`config.mk`:
```
export PLATFORM = sky130hd
export DESIGN_NAME = atomik_telemetry_tx
export DESIGN_NICKNAME = d
export VERILOG_FILES = /design/src/rtl/atomik_telemetry_tx.sv
export SDC_FILE = /design/constraint.sdc
export NUM_CORES = 1
export LEC_CHECK = 0
export CAP_MARGIN = 40
export CORE_MARGIN = 5
export CORE_UTILIZATION = 40
export DETAILED_ROUTE_END_ITERATION = 8
export HOLD_SLACK_MARGIN = 0.15
export PLACE_DENSITY = 0.62
export SYNTH_ARGS = -nofsm -noshare
export SYNTH_HDL_FRONTEND = slang
export SYNTH_SLANG_ARGS = --single-unit
```
`constraint.sdc`:
```
create_clock -name clk -period 5.1 [get_ports clk]
set_clock_uncertainty 0.05 [all_clocks]
set_input_delay 0.51 -clock clk [delete_from_list [all_inputs] [get_ports clk]]
set_output_delay 0.51 -clock clk [all_outputs]
set_load 0.02 [all_outputs]
```
`src/rtl/atomik_telemetry_tx.sv`:
```
// atomik_telemetry_tx: serialises each captured 32-bit core word as a 6-byte
// 8N1 UART frame (sync, 4 data bytes MSB first, XOR checksum). A one-word
// holding register absorbs the next word while a frame is on the wire; any
// further words are dropped and counted.
module atomik_telemetry_tx #(
    parameter int unsigned CLK_FREQ  = 94_500_000,
    parameter int unsigned BAUD_RATE = 115200,
    parameter logic [7:0]  SYNC_BYTE = 8'hA5
) (
    input  logic        clk,
    input  logic        rst_n,
    input  logic        enable,
    input  logic [31:0] data_in,
    input  logic        data_valid,
    output logic        uart_tx,
    output logic        busy,
    output logic        frame_done,
    output logic [7:0]  drop_cnt
);

    localparam int unsigned DIV      = CLK_FREQ / BAUD_RATE;
    localparam int unsigned CNT_W    = $clog2(DIV);
    localparam logic [CNT_W-1:0] CNT_LAST = CNT_W'(DIV - 1);

    typedef enum logic [1:0] {
        S_IDLE,
        S_START,
        S_DATA,
        S_STOP
    } state_t;

    state_t            state;
    state_t            state_nxt;
    logic [CNT_W-1:0]  baud_cnt;
    logic [2:0]        bit_idx;
    logic [2:0]        byte_idx;
    logic [31:0]       frame_word;
    logic [31:0]       hold_word;
    logic              hold_full;
    logic [7:0]        cur_byte;
    logic [7:0]        checksum;

    logic baud_tick;
    logic last_byte;
    logic frame_end;
    logic take;
    logic capture;
    logic drop;

    assign baud_tick = (baud_cnt == CNT_LAST);
    assign last_byte = (byte_idx == 3'd5);
    assign frame_end = (state == S_STOP) && last_byte && baud_tick;
    // The held word moves into the frame register either from idle or on
    // the final stop-bit edge, so consecutive frames run without a gap.
    assign take      = hold_full && ((state == S_IDLE) || frame_end);
    // A word arriving on the transfer edge reuses the slot being vacated.
    assign capture   = enable && data_valid && (!hold_full || take);
    assign drop      = enable && data_valid && hold_full && !take;

    assign checksum  = SYNC_BYTE ^ frame_word[31:24] ^ frame_word[23:16]
                     ^ frame_word[15:8] ^ frame_word[7:0];

    // State register.
    always_ff @(posedge clk) begin
        // NOTE: sequential state always uses non-blocking assignments so every
        // register samples pre-edge values regardless of statement order.
        if (!rst_n) begin
            state <= S_IDLE;
        end else begin
            state <= state_nxt;
        end
    end

    // Next-state logic: each serial bit lasts one full baud period.
    always_comb begin
        // NOTE: default first so every path assigns state_nxt and no latch forms.
        state_nxt = state;
        case (state)
            S_IDLE:  if (hold_full) state_nxt = S_START;
            S_START: if (baud_tick) state_nxt = S_DATA;
            S_DATA:  if (baud_tick && (bit_idx == 3'd7)) state_nxt = S_STOP;
            S_STOP: begin
                if (baud_tick) begin
                    if (!last_byte || hold_full) state_nxt = S_START;
                    else                         state_nxt = S_IDLE;
                end
            end
            default: state_nxt = S_IDLE;
        endcase
    end

    // Byte selection and line/status outputs decoded from the current state.
    always_comb begin
        case (byte_idx)
            3'd0:    cur_byte = SYNC_BYTE;
            3'd1:    cur_byte = frame_word[31:24];
            3'd2:    cur_byte = frame_word[23:16];
            3'd3:    cur_byte = frame_word[15:8];
            3'd4:    cur_byte = frame_word[7:0];
            default: cur_byte = checksum;
        endcase
        uart_tx    = 1'b1;
        busy       = (state != S_IDLE) || hold_full;
        frame_done = frame_end;
        case (state)
            S_START: uart_tx = 1'b0;
            S_DATA:  uart_tx = cur_byte[bit_idx];
            default: uart_tx = 1'b1;
        endcase
    end

    // Baud timing, bit/byte indices, holding register and drop counter.
    always_ff @(posedge clk) begin
        if (!rst_n) begin
            baud_cnt   <= '0;
            bit_idx    <= '0;
            byte_idx   <= '0;
            frame_word <= '0;
            hold_word  <= '0;
            hold_full  <= 1'b0;
            drop_cnt   <= '0;
        end else begin
            if ((state == S_IDLE) || baud_tick) baud_cnt <= '0;
            else                                baud_cnt <= baud_cnt + CNT_W'(1);

            if ((state == S_START) && baud_tick)     bit_idx <= '0;
            else if ((state == S_DATA) && baud_tick) bit_idx <= bit_idx + 3'd1;

            if (take) begin
                byte_idx   <= '0;
                frame_word <= hold_word;
            end else if ((state == S_STOP) && baud_tick && !last_byte) begin
                byte_idx <= byte_idx + 3'd1;
            end

            if (capture) begin
                hold_word <= data_in;
                hold_full <= 1'b1;
            end else if (take) begin
                hold_full <= 1'b0;
            end

            if (drop && (drop_cnt != 8'hFF)) drop_cnt <= drop_cnt + 8'd1;
        end
    end

endmodule

```
* After elaboration in Yosys (flattened, before gate mapping)
Cells that the tools add are included.
Cells by class: order comparisons 1, shifts and indexed selects 0, bitwise operators 5, mux-type cells 12, $add $sub $neg 4, reduce and logical (&&, ||, !) cells 29, multiply operators 0, div/mod/pow operators 0, eq/ne operators 15
Operators with widths (number):
- $pmux 8 s5 | 1
- $xor 8x8->8 | 3
- $logic_and 1x1->1 | 13
- $add 10x1->10 const B | 1
- $eq 10x10->1 const B | 1
- $eq 3x3->1 const B | 3
- $add 8x1->8 const B | 1
- $mux 2 | 4
- $ne 2x2->1 const B | 4
- $ne 8x8->1 const B | 1
- $pmux 2 s4 | 1
- $add 3x1->3 const B | 2
- $eq 3x2->1 const B | 2
- $reduce_or 2->1 | 3
- $logic_or 1x1->1 | 5
- $eq 2x2->1 const B | 2
- $lt 3x4->1 const B | 1
- $mux 1 | 4
- $not 4->4 | 1
- $reduce_and 4->1 | 1
- $reduce_bool 2->1 | 2
- $bmux 1 s3 | 1
- $eq 3x1->1 const B | 1
- $logic_not 1->1 | 3
- 5 further kinds | 5
Storage, ports and cells: output and inout bits 11, register bits after elaboration 91, ROM bits 0, bits in latches 0, memories 0, logic and storage cells 74, input port bits 36, memory bits (writable) 0

* Longest topological paths before layout
word-level depth 8, depth in mapped cells 10

* Worst setup path before layout
No wires, ideal clock.
kind register to output, start register byte_idx[0], end output port uart_tx, path slack 2398 ps, data arrival time 2142 ps, stages on the path, launching flop included 10, buffers on the path 2, required time 4540 ps, cell sequence dfxtp_1 ha_1 ha_1 clkbuf_1 or2_1 or2_1 clkbuf_1 o2111ai_1 a32oi_1 o221ai_1
On the way: cells in the longest elaborated chain, start to end 5, elaborated cells between the ends (all ways) 9, those cells by class eq/ne (4); mux (4); reduce/logical (1)
Ends and longest elaborated chain:
- start: declaration | RTL line 36 | logic [2:0] byte_idx;
- start signal: assignment | RTL line 133 | byte_idx <= byte_idx + 3'd1;
- $eq 3x3->1, or another cell as far along | RTL line 94 | case (byte_idx)
- $pmux 8 s5 * | RTL line 94
- $bmux 1 s3 * | RTL line 107 | S_DATA: uart_tx = cur_byte[bit_idx];
- $mux 1 (implied by the code) * | RTL line 107
- $pmux 1 s2 * | RTL line 105 | case (state)
- end: declaration | RTL line 15 | output logic uart_tx,
Every way passes the cells marked *; elsewhere a longest branch is shown, timed or not. The select of a mux whose other input is x is not followed.

* Worst setup path after layout
start register byte_idx[2], end output port uart_tx
Same word-level chain as after synthesis.

==> impl_metrics.toml <==
[run_status]
status = "finished, final reports clean"

[clock_network]
cts_num_sinks = 91
numCtsBuffers = 9
htree_levels = 3
cts_hold_buffers = 0
clkTransAtPathRegs_ns = 0.08
post_cts_resized = 0
clk_latency_ns = 0.35
clockBufferDepth = 2
cts_tree = "done"
post-cts-setup-buffers = 0
cts-root-buf = "clkbuf_8"

[min_path]
hold_class = "reg -> reg"

[timing]
setup_viol = 0
tightest_slew_ns = 0.6384
maxSlewViolCount = 0
relSlewSlack_pct = 57.38
max_freq_mhz = 249.5
fin_crit_sh_pct = 78.57
fin_crit_ns = 4.007
hold_viol = 0
tns_ns = 0
rsz0062_at_grt = "no"

[setup_path]
crit_chain = "inv_1 -> ha_1 -> or2_1 -> or2_1 -> o2111ai_1 -> a32oi_1 -> o221ai_1 -> clkdlybuf4s50_1"
arrival_ns = 3.45
slowest_stage = "dfxtp_1"
crit_path_end_kind = "output pin"
crit_type = "reg -> out"
crit_top_cell = "or2_1"
crit_fanout = 15
required_ns = 4.54
critPathLaunchType = "flop"
max_stage_delay_ns = 0.69

[finish]
num-nets-final = 562
area_growth_pct = 18.30
drive_gt1_share_pct = 5.029
n_antenna_cell = 0
layout.cells.non_filler = 653

[place]
place_inst = 638
hpwl_mm = 6.828
place_congestion = 0.8795
io_buffers = 46

[route]
vias_per_cell = 5.116
drt-pass1-iter-count = 5
drt_wl_total_mm = 9.218
vias = 3341
drtIter0Drc = 150
postRouteAntennaNets = 0
drc = 0
detail_route.wl_per_cell_um = 14.12

[logic_synthesis]
yosysWarnings = 0
yosysTopAreaCell = "dfxtp_1"
synthMostInstantiatedCell = "dfxtp_1"
syn_area_mm2 = 0.004177
avgSynthCellArea_um2 = 8.737
synth_flop_cell = "dfxtp_1"
syn_nets = 527
synth_seq_area_share_pct = 43.62
synth_area_leaders = "dfxtp_1, mux2i_1, nand2_1, a21oi_1, nor2_1"
synthTopCellsByCount = "dfxtp_1, nand2_1, nor2_1, a21oi_1, mux2i_1"
async_flop_share_pct = 0
synth_seq_cells = 91
synth_cells = 478
ys_types = 54
synth_edf_count = 0
synth_top_area_share_pct = 43.62

[global_routing]
antenna_found_initial = 0
gr-usage-all-layers_pct = 15.09
grt_max_degree = 43
grt_pass1_wl_mm = 15.88
grt_pass1_vias = 3371
grt.overflow.total = 0

[floorplan]
start_util_pct = 40.64
die_w_um = 112.2
die_h_um = 112.2
pin_count = 47
rows = 37
dieArea_mm2 = 0.01258
core-area_mm2 = 0.01028

[pwr]
vdd_drop_max_mv = 0.1443
power_density_mw_per_mm2 = 304.1
leakage_nw = 1.921

[run]
maxCapViolations = 0
-- cells in the final DEF, fill, tap and decap left out, drive strengths merged, types with 2 or more instances in the layout --
master	count
a211oi	3
a21oi	45
a221oi	2
a22o	3
a22oi	8
a32oi	3
buf	4
clkbuf	9
clkdlybuf4s50	46
clkinvlp	2
dfxtp	91
ha	13
inv	14
mux2i	34
nand2	78
nand2b	3
nand3	16
nor2	55
nor3	3
nor4	2
o2111a	2
o2111ai	2
o211a	2
o21ai	10
o221ai	2
or2	4
or3	6
xnor2	22
xor2	12
-- registers in the layout, indices dropped and copies added, names as in the netlist --
signal	count
frame_word	32
hold_word	32
baud_cnt	10
drop_cnt	8
bit_idx	3
byte_idx	3
state	2
hold_full	1
-- cells by family after synthesis --
| kind of cell | synth area share, % |
|---|---|
| buffers and inverters | 4.404 |
| flip-flops | 43.62 |
| adder cells (fa/ha/maj) | 3.895 |
| multiplexers | 8.149 |
| AND/OR/NAND/NOR | 18.63 |
| XOR/XNOR | 7.130 |
| AO/OA/AOI/OAI | 14.17 |
-- worst max-delay path, delay by kind of cell (launching register included) --
kind / cells / cell delay (ns)
compound gates: 3 / 0.59
fa+ha+maj: 1 / 0.38
buf+inv: 2 / 0.86
flops: 1 / 0.69
simple gates: 2 / 0.59
-- cell type report --
type	count	area [um2]
fill	1001	5336
clock buffer	9	123.9
sequential	91	1822
inverter	11	41.29
timing repair buffer	50	530.5
multi-input combinational	350	2182
clock inverter	6	71.32
tap	136	170.2
-- routing by layer --
layer  track usage (%)  up-vias  wire length, um
met1             19.30     1577             4448
met5                 0        -                0
li1                  -     1707                -
met2             25.59       48             4412
met4             3.446        0               92
met3             3.935        9              265
-- report_power, final --
| group | internal (mW) | switching, mW | total, mW |
|---|---|---|---|
| clock | 0.229 | 0.263 | 0.493 |
| sequential | 0.738 | 0.0222 | 0.760 |
| combinational | 0.116 | 0.133 | 0.249 |
| total | 1.08 | 0.419 | 1.50 |
-- metrics by stage --
step	cell area, um2	setup slack, ns	hold slack [ns]	power, mW	utilization [%]
after CTS	4941	1.114	0.4134	1.522	48.08
after global placement	4691	1.528	0.3796	1.017	45.64
after floorplan	4177	2.398	0.3675	0.9373	-
after global routing	4941	0.8608	0.4319	1.578	48.08
final	4941	1.093	0.4087	1.502	48.08
after detailed placement	4746	1.510	0.3962	1.029	46.18
-- worst paths after layout --
path                                 start                          to  slack [ns]  cells after the start
hold reg to reg     baud_cnt[0]$_SDFF_PP0_      baud_cnt[0]$_SDFF_PP0_        0.41                      1
hold / removal      baud_cnt[0]$_SDFF_PP0_      baud_cnt[0]$_SDFF_PP0_        0.41                      1
setup / recovery  byte_idx[2]$_SDFFE_PP0P_                     uart_tx        1.09                      8
setup reg to reg  byte_idx[1]$_SDFFE_PP0P_  hold_word[16]$_SDFFE_PN0P_        2.52                      8
No activity file was read; power rests on OpenSTA's default activity.
==> RTL change 1: new RTL, same flow settings <==
Add an input register stage for `enable`, `data_in` and `data_valid`; this delays them by one clock.
--- a/src/rtl/atomik_telemetry_tx.sv
+++ b/src/rtl/atomik_telemetry_tx.sv
@@ -31,2 +31,12 @@
 
+    logic enable_q;
+    logic [31:0] data_q;
+    logic data_valid_q;
+
+    always_ff @(posedge clk) begin
+        enable_q     <= enable;
+        data_q       <= data_in;
+        data_valid_q <= data_valid;
+    end
+
     state_t            state;
@@ -56,4 +66,4 @@
     // A word arriving on the transfer edge reuses the slot being vacated.
-    assign capture   = enable && data_valid && (!hold_full || take);
-    assign drop      = enable && data_valid && hold_full && !take;
+    assign capture   = enable_q && data_valid_q && (!hold_full || take);
+    assign drop      = enable_q && data_valid_q && hold_full && !take;
 
@@ -136,3 +146,3 @@
             if (capture) begin
-                hold_word <= data_in;
+                hold_word <= data_q;
                 hold_full <= 1'b1;
Function: changed (a bounded check fails within 4 cycles, from zero or initial values and one cycle with rst_n low).
==> RTL change 1 against the unedited design <==
  * Count of clock-buffer cells in the layout grew 10
  * Clock power increased to 2.6 times the old value
  * Cell area rose by 24%
  * Wire length up 6.5%
  * Area after synthesis rose by 18%
  * Sequential power increased by 38%
  * Final cell count is 13% higher
  * Sequential cell count is 34 higher
  * Maximum frequency down 1.9%
  * Worst hold slack worse by 0.027 ns
  * Register-to-register slack better by 0.22 ns
  * Total power rose by 71%
  * Core utilization increased by 2.6 points
  * Worst setup slack got worse by 0.079 ns
  * Critical path type unchanged
==> RTL change 1: results (changes against the unedited design) <==
- GP Congestion: 0.854 (-2.9%)
- R2R Setup Slk: 2.74 ns (+0.22 ns)
- Share of cells above drive strength 1: 0.0827 (+0.0325)
- Largest net degree at the start of global routing: 41 (-4.7%)
- Drt via density: 4.94 (-3.4%)
- Max H-tree Level: 4 (+1)
- Largest regs: data_q: 32 flops, frame_word: 32 flops, hold_word: 32 flops
- Post-synthesis net count: 563 (+6.8%)
- Sequential area share after synthesis: 0.508 (+0.0718)
- Status: finished, final reports clean
- Synth top cells by count: dfxtp_1 (125), nand2_1 (76), nor2_1 (58), a21oi_1 (45), mux2i_1 (33)
- Global-route wire length before repair: 16,700 um (+5.1%)
- Nets: 605 (+7.7%)
- Clk_lat worst skew: 0.42 ns (+0.07 ns)
- GRT Total Usage: 0.146 (-0.00533)
- Initial DRC count: 205 (+37%)
- Hold path start: data_q[7]$_DFF_P_
- # clock sinks: 125 (+37%)
- Root Buffer: clkbuf_16
- Worst vdd ir: 249 uV (+72%)
- Sw power: 0.599 mW (+43%)
- # rows: 40 (+8.1%)
- Relative slew slack: 0.557 (-0.0171)
- Clock buf count: 19 (+10)
- Clock transition at path regs: 0.06 ns (-0.02 ns)
- Clk pwr share: 0.494 (+0.166)
- Post-DP HPWL: 6830 um (about the same)
==> RTL change 1: worst max-delay path: stages, from the launching register on <==
cell and delay (ns):
dfxtp_1 0.68, inv_1 0.17, ha_1 0.36, or2_2 0.34
or2_2 0.35, o221ai_1 0.18, nand4_1 0.11, o221ai_1 0.25
clkdlybuf4s50_1 0.66
==> RTL change 1: how the worst min path moves through the flow <==
stage,end,slack (ns),cells past startpoint
finish,hold_word[7]$_SDFFE_PN0P_,0.38,2
global route,hold_word[5]$_SDFFE_PN0P_,0.40,2
CTS,hold_word[7]$_SDFFE_PN0P_,0.39,2
detailed placement,hold_word[30]$_SDFFE_PN0P_,0.38,2
global placement,hold_word[29]$_SDFFE_PN0P_,0.37,2
floorplan,hold_word[0]$_SDFFE_PN0P_,0.37,2
==> RTL change 1: kinds of logic (layout without fill, tap and decap cells) <==
family                     count (synthesis)  after routing  synth area share
and+or+nand+nor                          180            180             0.165
xor gates and xnor gates                  37             37            0.0658
DFF                                      125            125             0.508
buffers and inverters                     37             91            0.0373
adders and majority gates                 13             13            0.0330
AOI/OAI and AO/OA                         88             88             0.119
muxes                                     34             34            0.0724
==> RTL change 1: per-stage QoR <==
stage	setup WS (ns)	cells	hold slack [ns]	total power [mW]
2_1_floorplan	2.11	514	0.367	1.23
3_3_place_gp	1.59	704	0.373	1.31
3_5_place_dp	1.48	705	0.379	1.32
4_1_cts	1.03	736	0.385	2.60
5_1_grt	0.824	736	0.396	2.68
6_report	1.01	736	0.382	2.57
==> RTL change 1: per-layer routing <==
layer / share of wire / vias up / global-route usage
li1: - / 1856 / -
met1: 0.46 / 1695 / 0.174
met2: 0.47 / 72 / 0.228
met3: 0.048 / 14 / 0.0513
met4: 0.017 / 0 / 0.0800
met5: 0 / - / 0
==> RTL change 2: new RTL, same flow settings <==
Made on the original files. The parameter `CLK_FREQ` goes from 94_500_000 to 189_000_000.
--- a/src/rtl/atomik_telemetry_tx.sv
+++ b/src/rtl/atomik_telemetry_tx.sv
@@ -5,3 +5,3 @@
 module atomik_telemetry_tx #(
-    parameter int unsigned CLK_FREQ  = 94_500_000,
+    parameter int unsigned CLK_FREQ  = 189_000_000,
     parameter int unsigned BAUD_RATE = 115200,
Formal check against the unedited RTL: no difference found for any inputs over 10 cycles, from zero or initial values and one cycle with rst_n low; that may be too few to reach the edited logic, so the function may still have changed.
==> RTL change 2 against the unedited design <==
  * Count of clock-buffer cells in the layout did not move
  * Cell area rose by 1.6%
  * Final cell count rose by 1.2%
  * Total power rose by 2.5%
  * Sequential cell count rose by 1
  * Worst hold slack barely moved
  * Area after synthesis rose by 1.6%
  * Wire length rose by 0.93%
  * Die area rose by 1.5%
  * Core utilization rose by 0.55 points
  * Sequential power rose by 1%
  * Via count rose by 0.81%
  * Non-clock buffer count did not move
  * Worst setup slack got worse by 0.064 ns
==> RTL change 2: results (changes against the unedited design) <==
- Share of cells above drive strength 1: 0.0533 (+0.00304)
- Non-clock buffer area fraction after layout: 0.102 (-0.00567)
- Fin cells: 661 (+1.2%)
- Seq/total area: 0.367 (-0.00180)
- WL met1: 4540 um (+2.1%)
- Post-DP HPWL: 6800 um (-0.39%)
- CP arrival: 3.51 ns (+0.06 ns)
- Mux share of post-synthesis cell area: 0.0879 (+0.00637)
- GP Congestion: 0.842 (-4.3%)
- Fill count: 1,016 (+1.5%)
- Antenna diode count: 0 (unchanged)
- Sequential area share after synthesis: 0.434 (-0.00223)
- Dpl cells: 646 (+1.3%)
- Largest regs: frame_word: 32 flops, hold_word: 32 flops, baud_cnt: 11 flops
- Largest net degree at the start of global routing: 41 (-4.7%)
- Met2 usage in global routing: 0.253 (-0.00310)
- Hold path start: hold_word[16]$_SDFFE_PN0P_
- Top cells by area, synth: dfxtp_1 (43%), mux2i_1 (8.3%), nand2_1 (7.0%), nor2_1 (5.2%), a21oi_1 (5.2%)
- Seq cells: 92 (+1.1%)
- Crit-path max cell delay: 0.71 ns (+0.02 ns)
- DR WL met3: 272 um (+2.6%)
- Status: finished, final reports clean
- Int Pwr: 1.13 mW (+4.4%)
- GRT Total Usage: 0.153 (+0.00200)
- Multi-input gates: 355 (+1.4%)
- Drt via density: 5.10 (-0.41%)
- Invs w/o clock: 13 (+2)
- Unique masters post-synth: 48 (-11%)
- Vias in the first global route: 3,377 (+0.18%)
- Clock transition at path regs: 0.10 ns (+0.02 ns)
- Post-Synth Adder-Cell Area: 0.0413 (+0.00233)
- Layout clock area frac: 0.0436 (+0.00412)
- Logic pwr share: 0.149 (-0.017)
- DRT Wirelength: 9300 um (+0.93%)
- Worst vdd ir: 142 uV (-1.9%)
- Met1 Resource Use GR: 0.200 (+0.00684)
- Post-synthesis net count: 536 (+1.7%)
- CP max FO: 18 (+3)
- Actual slew at the worst max-slew pin: 0.672 ns (+0.0336 ns)
- Leakage: 2.01 nW (+4.4%)
- Synth Area in XOR/XNOR: 0.0764 (+0.00506)
- Routed wl met2: 4400 um (-0.29%)
- Seq power: 0.768 mW (+1%)
- Synth top cells by count: dfxtp_1 (92), nand2_1 (79), nor2_1 (59), a21oi_1 (44), mux2i_1 (35)
==> RTL change 2: worst paths after layout <==
kind                                     end  slack [ns]  depth (start not counted)
hold reg to reg   hold_word[16]$_SDFFE_PN0P_        0.41                          2
setup / recovery                     uart_tx        1.03                          8
hold / removal    hold_word[16]$_SDFFE_PN0P_        0.41                          2
setup reg to reg  hold_word[24]$_SDFFE_PN0P_        2.53                          7
==> RTL change 2: stage by stage <==
step	total power, mW	instance area (sq um)	hold WS (ns)	setup WS (ns)	utilization
finish	1.54	5020	0.408	1.03	0.486
global route	1.61	5020	0.432	0.747	0.486
CTS	1.56	5020	0.411	1.01	0.486
detailed placement	1.02	4800	0.396	1.42	0.465
global placement	1.01	4770	0.394	1.50	0.462
floorplan	0.931	4240	0.380	2.02	-
==> RTL change 2: logic make-up after synthesis <==
family                   Yosys count
AND/OR/NAND/NOR                  180
flip-flops                        92
AO/OA/AOI/OAI                     88
buffers and inverters             39
XOR/XNOR                          37
multiplexers                      36
adder cells (fa/ha/maj)           14
